## config.mk

```make
export PLATFORM = sky130hd
export DESIGN_NAME = nearest_upsampling_layer
export DESIGN_NICKNAME = d
export VERILOG_FILES = /design/src/rtl/nearest_upsampling_layer.sv
export SDC_FILE = /design/constraint.sdc
export NUM_CORES = 1
export LEC_CHECK = 0
export CAP_MARGIN = 0
export CORE_UTILIZATION = 47
export DETAILED_ROUTE_END_ITERATION = 10
export PLACE_DENSITY_LB_ADDON = 0.15
export SETUP_SLACK_MARGIN = 0.1
export SLEW_MARGIN = 40
export SYNTH_ARGS = -nofsm -noshare
export SYNTH_HDL_FRONTEND = slang
export SYNTH_SLANG_ARGS = --single-unit
```

## constraint.sdc

```tcl
create_clock -name clk -period 2.6 [get_ports clk]
set_input_delay 0.52 -clock clk [delete_from_list [all_inputs] [get_ports clk]]
set_output_delay 0.52 -clock clk [all_outputs]
set_load 0.1 [all_outputs]
```

## src/rtl/nearest_upsampling_layer.sv

```systemverilog
// Nearest-neighbour N x upsampler for a row-major pixel stream, with downstream stall.
// Define UPSAMPLE_ZERO_INSERT_EN to insert zeros (unpooling) instead of replicating.
module nearest_upsampling_layer #(
  parameter int unsigned N           = 2,
  parameter int unsigned ImageWidth  = 2,
  parameter int unsigned ImageHeight = 2,
  parameter int unsigned BitSize     = 32
) (
  input  logic               clk,
  input  logic               res,
  input  logic               in_valid,
  input  logic [BitSize-1:0] in_data,
  output logic               out_ready,
  input  logic               in_ready,
  output logic               out_valid,
  output logic [BitSize-1:0] out_data,
  output logic               out_done
);

  localparam int unsigned ColW = (ImageWidth > 1) ? $clog2(ImageWidth) : 1;
  localparam int unsigned RowW = (ImageHeight > 1) ? $clog2(ImageHeight) : 1;
  localparam int unsigned CntW = (N > 1) ? $clog2(N) : 1;
  localparam logic [ColW-1:0] ColLast = ColW'(ImageWidth - 1);
  localparam logic [RowW-1:0] RowLast = RowW'(ImageHeight - 1);
  localparam logic [CntW-1:0] CntLast = CntW'(N - 1);

  typedef enum logic {FILL, REPLAY} state_e;

  state_e             state_q, state_d;
  logic [ColW-1:0]    col_q, col_d;
  logic [RowW-1:0]    row_q, row_d;
  logic [CntW-1:0]    h_cnt_q, h_cnt_d;
  logic [CntW-1:0]    v_cnt_q, v_cnt_d;
  logic [BitSize-1:0] hold_q, hold_d;
  logic               hold_valid_q, hold_valid_d;
  logic               out_done_q, out_done_d;
  logic               accept, xfer, row_end;
  logic [BitSize-1:0] fill_data, replay_data;

`ifdef UPSAMPLE_ZERO_INSERT_EN
  // Only the top-left sample of each N x N block carries data.
  assign fill_data   = (h_cnt_q == '0) ? hold_q : '0;
  assign replay_data = '0;
`else
  logic [BitSize-1:0] row_buf_q [ImageWidth];
  logic [ColW-1:0]    buf_idx;

  // A pixel accepted alongside the previous pixel's last replica belongs to the next column.
  assign buf_idx     = hold_valid_q ? col_q + ColW'(1) : col_q;
  assign fill_data   = hold_q;
  assign replay_data = row_buf_q[col_q];

  always_ff @(posedge clk) begin
    if (accept) row_buf_q[buf_idx] <= in_data;
  end
`endif

  assign out_done = out_done_q;

  always_ff @(posedge clk) begin
    if (res) begin
      state_q      <= FILL;
      col_q        <= '0;
      row_q        <= '0;
      h_cnt_q      <= '0;
      v_cnt_q      <= '0;
      hold_q       <= '0;
      hold_valid_q <= 1'b0;
      out_done_q   <= 1'b0;
    end else begin
      state_q      <= state_d;
      col_q        <= col_d;
      row_q        <= row_d;
      h_cnt_q      <= h_cnt_d;
      v_cnt_q      <= v_cnt_d;
      hold_q       <= hold_d;
      hold_valid_q <= hold_valid_d;
      out_done_q   <= out_done_d;
    end
  end

  always_comb begin
    state_d      = state_q;
    col_d        = col_q;
    row_d        = row_q;
    h_cnt_d      = h_cnt_q;
    v_cnt_d      = v_cnt_q;
    hold_d       = hold_q;
    hold_valid_d = hold_valid_q;
    out_done_d   = 1'b0;
    out_ready    = 1'b0;
    out_valid    = 1'b0;
    out_data     = '0;
    row_end      = 1'b0;

    if (state_q == FILL) begin
      out_valid = hold_valid_q;
      out_data  = fill_data;
      out_ready = !res && (!hold_valid_q ||
                           (in_ready && h_cnt_q == CntLast && col_q != ColLast));
    end else begin
      out_valid = 1'b1;
      out_data  = replay_data;
    end

    accept = in_valid && out_ready;
    xfer   = out_valid && in_ready;

    // Replica / column / pass stepping on each output transfer.
    if (xfer) begin
      if (h_cnt_q != CntLast) begin
        h_cnt_d = h_cnt_q + CntW'(1);
      end else begin
        h_cnt_d = '0;
        if (state_q == FILL) hold_valid_d = 1'b0;
        if (col_q != ColLast) begin
          col_d = col_q + ColW'(1);
        end else begin
          col_d = '0;
          if (state_q == FILL) begin
            if (N > 1) begin
              state_d = REPLAY;
              v_cnt_d = CntW'(1);
            end else begin
              row_end = 1'b1;
            end
          end else if (v_cnt_q != CntLast) begin
            v_cnt_d = v_cnt_q + CntW'(1);
          end else begin
            row_end = 1'b1;
          end
        end
      end
    end

    if (row_end) begin
      state_d = FILL;
      v_cnt_d = '0;
      if (row_q == RowLast) begin
        row_d      = '0;
        out_done_d = 1'b1;
      end else begin
        row_d = row_q + RowW'(1);
      end
    end

    if (accept) begin
      hold_d       = in_data;
      hold_valid_d = 1'b1;
      h_cnt_d      = '0;
    end
  end

endmodule
```

Yosys cells after proc, flatten, opt, wreduce, memory -nomap -nowiden
Memories as Yosys holds them, arrays and structs flattened. A register that Yosys moved wholly into a read port is not among the register bits. Index checks and enable logic that the tools add are counted.

Word-level logic and storage cells: 55. Memories: 1. Bits in registers: 39. Output and inout port bits: 35. RAM bits: 64.

Mux-type cells: 23. Bitwise gates (word level): 2. Equal/unequal tests: 1. Reduce and logical (&&, ||, !) cells: 16. Add/subtract/negate cells: 4.

Memory list: row_buf_q (depth 2, width 32, rd ports 1, clocked after memory_dff 1, write ports 1, line 45) `logic [BitSize-1:0] row_buf_q [ImageWidth];`.

Operators by type and width (count): two-way mux 32 bit (1); two-way mux 1 bit (22); AND reduction 3 bit (2); OR reduction 2 bit (3); logical AND 1 bit (5); adder 1 bit, second input constant (4); nonzero test 2 bit (2); logical NOT 1 bit (2); inequality test 2 x 1 -> 1 bit, second input constant (1); inverter 1 bit (2); AND reduction 2 bit (1); logical OR 1 bit (1).

Depth between registers and ports, before layout
Gate-level depths: netlist of run 1.

Depth after elaboration: 8. Depth in mapped cells: 5. Mapped depth without buffers: 3.

Worst setup path after synthesis of run 1
No wires, ideal clock.

Path type: in2reg. From: input port res. To: memory row_buf_q[0][0], enable pin. Slack: -276 ps. Cell stages on the path: 3. Library setup time: 392 ps. Data required time: 2208 ps. Arrival time: 2484 ps. Cell sequence: nor2_1 > o21a_1 > and3_1.

Cells in the longest elaborated chain, start to end: 6.

Ends and longest elaborated chain: start: declaration (line 10) `input logic res,`; logical NOT 1 bit (line 99) `out_ready = !res && (!hold_valid_q ||`; logical AND 1 bit (line 99); two-way mux 1 bit (line 96) `if (state_q == FILL) begin`; named net out_ready (line 13) `output logic out_ready,`; logical AND 1 bit (line 106) `accept = in_valid && out_ready;`; two-way mux 1 bit (line 54) `if (accept) row_buf_q[buf_idx] <= in_data;`; two-way mux 1 bit (implied by the code) (line 54); end: declaration (line 45).

The timed path passes the listed nets, and every way through them passes these cells.

==> results of run 1 <==
==> cell usage in the layout (no fill, tap or decap) <==
cell	count
a21oi_1	29
clkbuf_1	2
and3_2	1
mux2_2	24
buf_4	9
nor2_4	1
nand4_1	1
inv_1	2
xnor2_1	2
clkbuf_8	9
mux2_1	8
nand3_1	1
nand2_1	3
nor2_1	35
clkinvlp_4	2
clkinv_4	1
o211ai_4	1
edfxtp_1	64
nor3b_1	1
and3b_1	2
buf_12	37
nor2b_1	32
clkinv_2	1
bufinv_16	1
dfxtp_2	2
or3_1	2
mux2i_1	33
o21a_2	1
clkdlybuf4s50_1	34
o21ai_0	3
a21oi_2	7
dfxtp_1	37
buf_2	1
xor2_1	1
==> cell families (layout without fill, tap and decap cells) <==
| family | count (synthesis) | in the layout | synth area share [%] |
|---|---|---|---|
| multiplexers | 65 | 65 | 16.6 |
| AND/OR/NAND/NOR | 79 | 79 | 9.68 |
| flip-flops | 103 | 103 | 65.1 |
| buffers and inverters | 21 | 99 | 2.53 |
| XOR/XNOR | 3 | 3 | 0.633 |
| AO/OA/AOI/OAI | 41 | 41 | 5.40 |
==> worst min-delay path by stage <==
| stage | startpoint | endpoint | cells past startpoint |
|---|---|---|---|
| final | row_q$_SDFFE_PP0P_ | out_done$_SDFF_PP0_ | 1 |
| after global routing | row_q$_SDFFE_PP0P_ | out_done$_SDFF_PP0_ | 1 |
| after CTS | row_q$_SDFFE_PP0P_ | out_done$_SDFF_PP0_ | 1 |
| after detailed placement | row_q$_SDFFE_PP0P_ | out_done$_SDFF_PP0_ | 1 |
| after global placement | row_q$_SDFFE_PP0P_ | out_done$_SDFF_PP0_ | 1 |
| after floorplan | row_q$_SDFFE_PP0P_ | out_done$_SDFF_PP0_ | 1 |
==> metal layers <==
| metal | wire length [um] | global-route usage [%] |
|---|---|---|
| met3 | 235 | 3.08 |
| met5 | 0 | 0 |
| met1 | 3310 | 22.0 |
| met4 | 157 | 8.71 |
| met2 | 3740 | 29.3 |
==> per-stage QoR <==
step                      instance area, um2  instances  util, %
after floorplan                         4180        312        -
after global placement                  5380        479     64.1
after detailed placement                5380        479     64.1
after CTS                               5570        495     66.4
after global routing                    5570        495     66.4
final                                   5570        495     66.4
==> layout make-up <==
cell class              instances  area [um2]  area share [%]
inverters                       2        7.51           0.135
repair buffers                 81        1150            20.7
well taps                     105         131            2.36
flip-flops and latches        103        2710            48.6
clock buffers                  11         131            2.36
multi-input cells             188        1380            24.8
clock inverters                 5        58.8            1.06
==> registers in the layout, indices dropped and copies added, names as in the netlist, named ones only <==
name / count
out_done: 1
state_q: 1
col_q: 1
row_buf_q: 64
fill_data: 32
h_cnt_q: 1
hold_valid_q: 1
row_q: 1
==> power by group <==
group	leakage [nW]	switching (mW)	internal, mW
logic	0.981	0.438	0.281
clock network	0.0895	0.508	0.446
registers	0.905	0.0268	1.81
==> worst max-delay path: cells and delay by family (launching register included) <==
kind	cells	cell delay, ns
compound gates	1	0.32
flops	1	0.48
buf+inv	2	0.53
mux	1	0.12
==> metrics.yaml, run 1 <==
yosysTopAreaCell: "edfxtp_1"
power_leakage_nw: 1.98
r2r_start: "state_q$_SDFFE_PP0P_"
insertion_delay_ns: 0.35
power_density_nw_per_um2: 630
grt_max_degree: 47
clk_pin_slew_worst_paths_ns: 0.09
finClkSkew_ns: 0.00733
min_period_ns: 2.33
dp_hpwl_um: 4850
cp_cell_sequence: "buf_4 -> mux2i_1 -> a21oi_1 -> buf_12"
cts_buffers: 9
layout.nets: 421
numClockSinks: 103
setup_slack_ns: 0.267
ff2ff_path_depth: 5
cpPeakStageDelay_ns: 0.48
synth_top_area_share_pct: 46.3
path_class: "reg2out"
fillers: 641
finalSetupTns_ns: 0
postCtsHoldBufs: 0
synth_commonest_cells: "edfxtp_1, dfxtp_1, a21oi_1, nor2_1, mux2i_1"
area_delta_synth_final_pct: 34.1
ys_warn_count: 0
worstPathRequired_ns: 2.08
synthCells: 312
worst-path-max-fanout: 13
pin_count: 71
drive_gt1_share_pct: 25.1
portBuffers: 70
fmax_ghz: 0.429
grt_antenna_before_repair: 0
num_vias: 2510
fp.coreArea_um2: 8380
hold_slack_ns: 0.509
die_x_um: 96.0
worst_pin_slew_ns: 0.452
routedWlPerCell_um: 15.0
synth_nets: 348
p_total_mw: 3.51
drv_cap: 0
synth_top_flop_cell: "edfxtp_1"
drc_errors: 0
cts-root-buf: "clkbuf_8"
drt_first_pass_iters: 4
drt_iter0_drc: 86
cp-endpoint: "out_data[3]"
cp.arrival_ns: 1.81
die_h_um: 96.0
synth_area_leaders: "edfxtp_1, dfxtp_1, mux2i_1"
routabilityCongestion: 0.734
end_kind: "primary output"
die_area_um2: 9210
grt_util_all_layers_pct: 17.5
setup_viol: 0
synth-seq-cells: 103
routed_via_density: 5.07
grt-ovfl-total: 0
finalHoldViolCount: 0
timing.rr.end: "row_buf_q[0][28]$_DFFE_PP_"
rrSetupSlack_ns: 0.83
antenna_left: 0
grt_pass1_vias: 2399
start_util_pct: 49.5
grt_pass1_wl_um: 11800
diodes: 0
hold_path.class: "reg2reg"
place_ws_ns: 0.386
htreeDepth: 3
slew_viol_final: 0
synthArstFlopShare_pct: 0
ys_types: 25
cts_resized: 0
netlist_area_um2: 4150
status: "finished, final reports clean"
final.period_utilization_pct: 89.7
start_kind: "flop"
rsz0062_at_grt: "no"
post-cts-setup-buffers: 0
num_rows: 33
cts-root-to-sink-buffers: 2
synth_edf_count: 64
finalWirelength_um: 7440
ir_drop_uv: 341
crit_path_top_delay_cell: "dfxtp_2"
seq_area_frac_synth_pct: 65.1
yosysMostFrequentCell: "edfxtp_1"
syn_avg_cell_area_um2: 13.3
slew_headroom_pct: 69.9
cts_tree: "built"
Power figures use the tool's default switching activity.
==> inputs of run 2 (changes only) <==
--- a/config.mk
+++ b/config.mk
@@ -6,11 +6,11 @@
 export NUM_CORES = 1
 export LEC_CHECK = 0
 export CAP_MARGIN = 0
-export CORE_UTILIZATION = 47
+export CORE_UTILIZATION = 32
 export DETAILED_ROUTE_END_ITERATION = 10
 export PLACE_DENSITY_LB_ADDON = 0.15
 export SETUP_SLACK_MARGIN = 0.1
-export SLEW_MARGIN = 40
+export SLEW_MARGIN = 20
 export SYNTH_ARGS = -nofsm -noshare
 export SYNTH_HDL_FRONTEND = slang
 export SYNTH_SLANG_ARGS = --single-unit
==> metrics.yaml, run 2 (synthesis results as in run 1) <==
num_vias: 2522  # +0.48%
slew_headroom_pct: 69.6  # -0.29 points
cts_tree: "built"
start_util_pct: 32.9  # -17 points
cpLargestDelayFamily: "flip-flops"
layout.nets: 425  # +0.95%
min_period_ns: 2.30  # -0.0307 ns
routedWlPerCell_um: 14.4  # -4.3%
power.share.sequential_pct: 47.6  # -4.7 points
power_density_nw_per_um2: 668  # +6.0%
die_x_um: 116  # +21%
power_leakage_nw: 2.05  # +3.7%
place_ws_ns: 0.368  # -0.0174 ns
drt_first_pass_iters: 4  # unchanged
diodes: 0  # unchanged
drv_cap: 0  # unchanged
numClockSinks: 103  # unchanged
grt-ovfl-total: 0  # unchanged
routabilityCongestion: 0.706  # -3.8%
p_sw_share_pct: 28.4  # +0.60 points
power_frac_comb_pct: 18.8  # -1.7 points
pin_count: 71  # unchanged
fmax_ghz: 0.434  # +1.3%
multi_input_area_um2: 1380  # unchanged
drt_iter0_drc: 59  # -31%
grt_pass1_vias: 2608  # +8.7%
fillers: 1175  # +83%
grt_util_all_layers_pct: 13.2  # -4.4 points
clk_pin_slew_worst_paths_ns: 0.07  # -0.02 ns
cts_resized: 0  # unchanged
instances_no_fill: 566  # +14%
cts-root-buf: "clkbuf_16"
htreeDepth: 3  # unchanged
cts-root-to-sink-buffers: 2  # unchanged
worst_pin_slew_ns: 0.456  # +0.00430 ns
rsz0062_at_grt: "no"
ff_latch_area_um2: 2710  # unchanged
finalWirelength_um: 8140  # +9.4%
worstPathRequired_ns: 2.08  # about the same
portBuffers: 70  # unchanged
crit_path_top_delay_cell: "dfxtp_2"
slew_viol_final: 0  # unchanged
crit_buf_inv: 2  # unchanged
postCtsHoldBufs: 0  # unchanged
die_area_um2: 13400  # +46%
fp.coreArea_um2: 12600  # +51%
p_total_mw: 3.86  # +10%
insertion_delay_ns: 0.34  # about the same
grt_antenna_before_repair: 0  # unchanged
cp.arrival_ns: 1.78  # -0.03 ns
cpPeakStageDelay_ns: 0.59  # +0.11 ns
antenna_left: 0  # unchanged
regMostFlops: "row_buf_q"
setup_slack_ns: 0.297  # +0.0307 ns
status: "finished, final reports clean"
final.period_utilization_pct: 88.6  # -1.2 points
start_kind: "flop"
finClkSkew_ns: 0.0115  # +0.00413 ns
worst-path-max-fanout: 11  # -2
path_class: "reg2out"
cts_buffers: 9  # unchanged
dp_hpwl_um: 5580  # +15%
area_delta_synth_final_pct: 39.2
post-cts-setup-buffers: 0  # unchanged
largest_reg_flops: 64  # unchanged
p_switching_mw: 1.09  # +12%
num_rows: 41  # +24%
p_int_mw: 2.76  # +9.1%
drc_errors: 0  # unchanged
finalHoldViolCount: 0  # unchanged
cp_cell_sequence: "buf_4 -> mux2i_1 -> a21oi_1 -> buf_12"
grt_max_degree: 40  # -15%
finalSetupTns_ns: 0  # unchanged
drive_gt1_share_pct: 26.1  # +1.0 points
die_h_um: 116  # +21%
dp.cells: 550  # +15%
clockPowerShare_pct: 33.7  # +6.5 points
setup_viol: 0  # unchanged
layout_commonest_cell: "edfxtp_1"
final_cell_mix: "edfxtp_1, dfxtp_1, buf_12"
ir_drop_uv: 355  # +4.1%
grt_pass1_wl_um: 13200  # +11%
end_kind: "primary output"
hold_path.class: "reg2reg"
routed_via_density: 4.46  # -12%
-- run 2: final cells by class --
type | instances | area share [%]
flip-flops and latches | 103 | 46.8
repair buffers | 85 | 20.5
well taps | 172 | 3.73
multi-input cells | 188 | 23.9
inverters | 2 | 0.130
clock inverters | 7 | 1.06
clock buffers | 9 | 3.90
-- run 2: power groups by stage --
stage	sequential [mW]	combinational [mW]	clock, mW
final	1.83	0.723	1.30
after global routing	1.84	0.758	1.39
after CTS	1.83	0.732	1.33
after detailed placement	1.87	0.730	0
after global placement	1.87	0.725	0
after floorplan	1.86	0.440	0
-- run 2: worst paths after layout --
path,startpoint,depth (start not counted),end,slack (ns)
worst min register to register,row_q$_SDFFE_PP0P_,1,out_done$_SDFF_PP0_,0.50
worst max-delay path,flop,4,out_data[2],0.30
worst max register to register,state_q$_SDFFE_PP0P_,5,row_buf_q[0][27]$_DFFE_PP_,0.80
worst min-delay path,row_q$_SDFFE_PP0P_,1,out_done$_SDFF_PP0_,0.50
-- run 2: layer usage --
metal	vias to the layer above	GRT usage (%)	wire length, um
met1	1186	16.3	3640
met2	50	22.3	4060
met5	-	0	0
met3	7	3.61	345
li1	1279	-	-
met4	0	4.10	96
-- run 2: stage by stage --
stage / hold slack, ns / util (%) / instance area, um2
6_report: 0.498 / 45.8 / 5780
5_1_grt: 0.510 / 45.8 / 5780
4_1_cts: 0.502 / 45.8 / 5780
3_5_place_dp: 0.487 / 43.5 / 5490
3_3_place_gp: 0.481 / 43.5 / 5490
2_1_floorplan: 0.469 / - / 4180
==> inputs of run 3 (changes only) <==
--- a/config.mk
+++ b/config.mk
@@ -6,8 +6,10 @@
 export NUM_CORES = 1
 export LEC_CHECK = 0
 export CAP_MARGIN = 0
+export CORE_ASPECT_RATIO = 0.6
 export CORE_UTILIZATION = 32
 export DETAILED_ROUTE_END_ITERATION = 10
+export GPL_TIMING_DRIVEN = 0
 export PLACE_DENSITY_LB_ADDON = 0.15
 export SETUP_SLACK_MARGIN = 0.1
 export SLEW_MARGIN = 20
==> metrics.yaml, run 3 (synthesis results as in run 1) <==
multi_input_area_um2: 1380  # unchanged
p_sw_share_pct: 27.7  # -0.63 points
ir_drop_uv: 364  # +2.6%
final.period_utilization_pct: 93.8  # +5.2 points
finalHoldViolCount: 0  # unchanged
numClockSinks: 103  # unchanged
worst-path-max-fanout: 4  # -7
cts-root-buf: "clkbuf_16"
power_density_nw_per_um2: 685  # +2.7%
routed_via_density: 4.55  # +2.1%
cts-root-to-sink-buffers: 2  # unchanged
worst_pin_slew_ns: 0.971  # +0.515 ns
rsz0062_at_grt: "no"
p_switching_mw: 1.01  # -7.5%
start_util_pct: 33.6  # +0.76 points
grt_util_all_layers_pct: 14.4  # +1.3 points
cts_tree: "built"
num_rows: 31  # -24%
fp.coreArea_um2: 12300  # -2.3%
die_area_um2: 13400  # +0.11%
power_leakage_nw: 1.93  # -5.9%
grt_pass1_vias: 2526  # -3.1%
end_kind: "primary output"
finalSetupTns_ns: 0  # unchanged
power.share.sequential_pct: 50.3  # +2.7 points
finClkSkew_ns: 0.00550  # -0.00596 ns
setup_viol: 0  # unchanged
fmax_ghz: 0.410  # -5.5%
cts_buffers: 9  # unchanged
drt_first_pass_iters: 4  # unchanged
clockPowerShare_pct: 33.0  # -0.7 points
worstPathRequired_ns: 2.08  # about the same
min_period_ns: 2.44  # +0.135 ns
regMostFlops: "row_buf_q"
hold_slack_ns: 0.497  # -0.000257 ns
die_x_um: 149  # +29%
portBuffers: 70  # unchanged
finalWirelength_um: 9250  # +14%
drt_iter0_drc: 99  # +68%
slew_headroom_pct: 35.1  # -35 points
hold_path.class: "reg2reg"
cp.arrival_ns: 1.92  # +0.14 ns
grt_max_degree: 33  # -18%
drc_errors: 0  # unchanged
slew_viol_final: 0  # unchanged
diodes: 0  # unchanged
path_class: "in2out"
grt_antenna_before_repair: 0  # unchanged
status: "finished, final reports clean"
start_kind: "input pin"
die_h_um: 90.2  # -22%
grt-ovfl-total: 0  # unchanged
antenna_left: 0  # unchanged
power_frac_comb_pct: 16.7  # -2.1 points
num_vias: 2565  # +1.7%
final_cell_mix: "edfxtp_1, dfxtp_1, clkdlybuf4s50_1"
drive_gt1_share_pct: 24.3  # -1.8 points
drv_cap: 0  # unchanged
grt_pass1_wl_um: 14300  # +8.8%
area_delta_synth_final_pct: 28.2
p_int_mw: 2.64  # -4.6%
insertion_delay_ns: 0.33  # about the same
pin_count: 71  # unchanged
dp_hpwl_um: 6210  # +11%
layout_commonest_cell: "edfxtp_1"
routabilityCongestion: 0.705  # -0.24%
clk_pin_slew_worst_paths_ns: 0.06  # about the same
routedWlPerCell_um: 16.4  # +14%
fillers: 1187  # +1.0%
layout.nets: 430  # +1.2%
htreeDepth: 3  # unchanged
ff_latch_area_um2: 2700  # about the same
largest_reg_flops: 64  # unchanged
[run 3: cell count changes in the layout (fill, tap and decap cells not counted), moves of 3 or more]
cell      change
inv_6         -3
buf_2         +4
buf_12       -37
clkinv_2      +3
clkbuf_1      +7
clkbuf_4      +7
clkbuf_2      +6
buf_4        +11
buf_6         +6
[run 3: critical path: stages]
cell	delay (ns)
clkdlybuf4s50_1	0.50
nor2_1	0.28
o21a_2	0.20
buf_2	0.42
[run 3: power by group through the flow]
stage / Clock [mW] / Sequential, mW / Combinational (mW)
after CTS: 1.23 / 1.83 / 0.613
final: 1.20 / 1.83 / 0.611
after global placement: 0 / 1.87 / 0.623
after global routing: 1.29 / 1.84 / 0.643
after floorplan: 0 / 1.86 / 0.440
after detailed placement: 0 / 1.87 / 0.631
[run 3: metal layers]
layer,global-route usage [%],vias up,routed length (um)
met5,0,-,0
met4,3.32,0,73
met3,3.65,12,393
met2,21.2,53,3910
met1,21.1,1222,4880
li1,-,1278,-
[run 3: final cells by class]
class	instances	area share [%]
plain buffers	19	2.40
flip-flops and latches	103	50.8
clock inverters	4	0.423
clock buffers	12	4.44
repair buffers	71	12.0
multi-input cells	188	25.9
inverters	2	0.141
well taps	165	3.88
[run 3: path summary, 6_finish.rpt]
path                        start  slack [ns]  cells past startpoint                         end
min reg2reg    row_q$_SDFFE_PP0P_        0.50                      1         out_done$_SDFF_PP0_
max reg2reg  state_q$_SDFFE_PP0P_        0.41                      6  row_buf_q[1][14]$_DFFE_PP_
min            row_q$_SDFFE_PP0P_        0.50                      1         out_done$_SDFF_PP0_
max                           res        0.16                      4                   out_ready
[run 3: what timing repair did]
| action | in CTS | in global routing |
|---|---|---|
| setup buffers | 0 | 0 |
| endpoints found under the setup margin | 34 | 26 |
| resized for setup | 201 | 14 |
| hold buffers | 0 | 0 |
| endpoints found under the hold margin | 0 | 0 |
[run 3: per-stage QoR]
| stage | instances | worst slack [ns] | instance area [um2] | total power, mW | util [%] |
|---|---|---|---|---|---|
| 2_1_floorplan | 312 | -0.275 | 4180 | 2.30 | - |
| 3_3_place_gp | 547 | -1.02 | 5090 | 2.49 | 41.3 |
| 3_5_place_dp | 548 | -0.728 | 5120 | 2.50 | 41.5 |
| 4_1_cts | 564 | 0.101 | 5290 | 3.68 | 42.9 |
| 5_1_grt | 564 | 0.119 | 5320 | 3.77 | 43.1 |
| 6_report | 564 | 0.162 | 5320 | 3.65 | 43.1 |
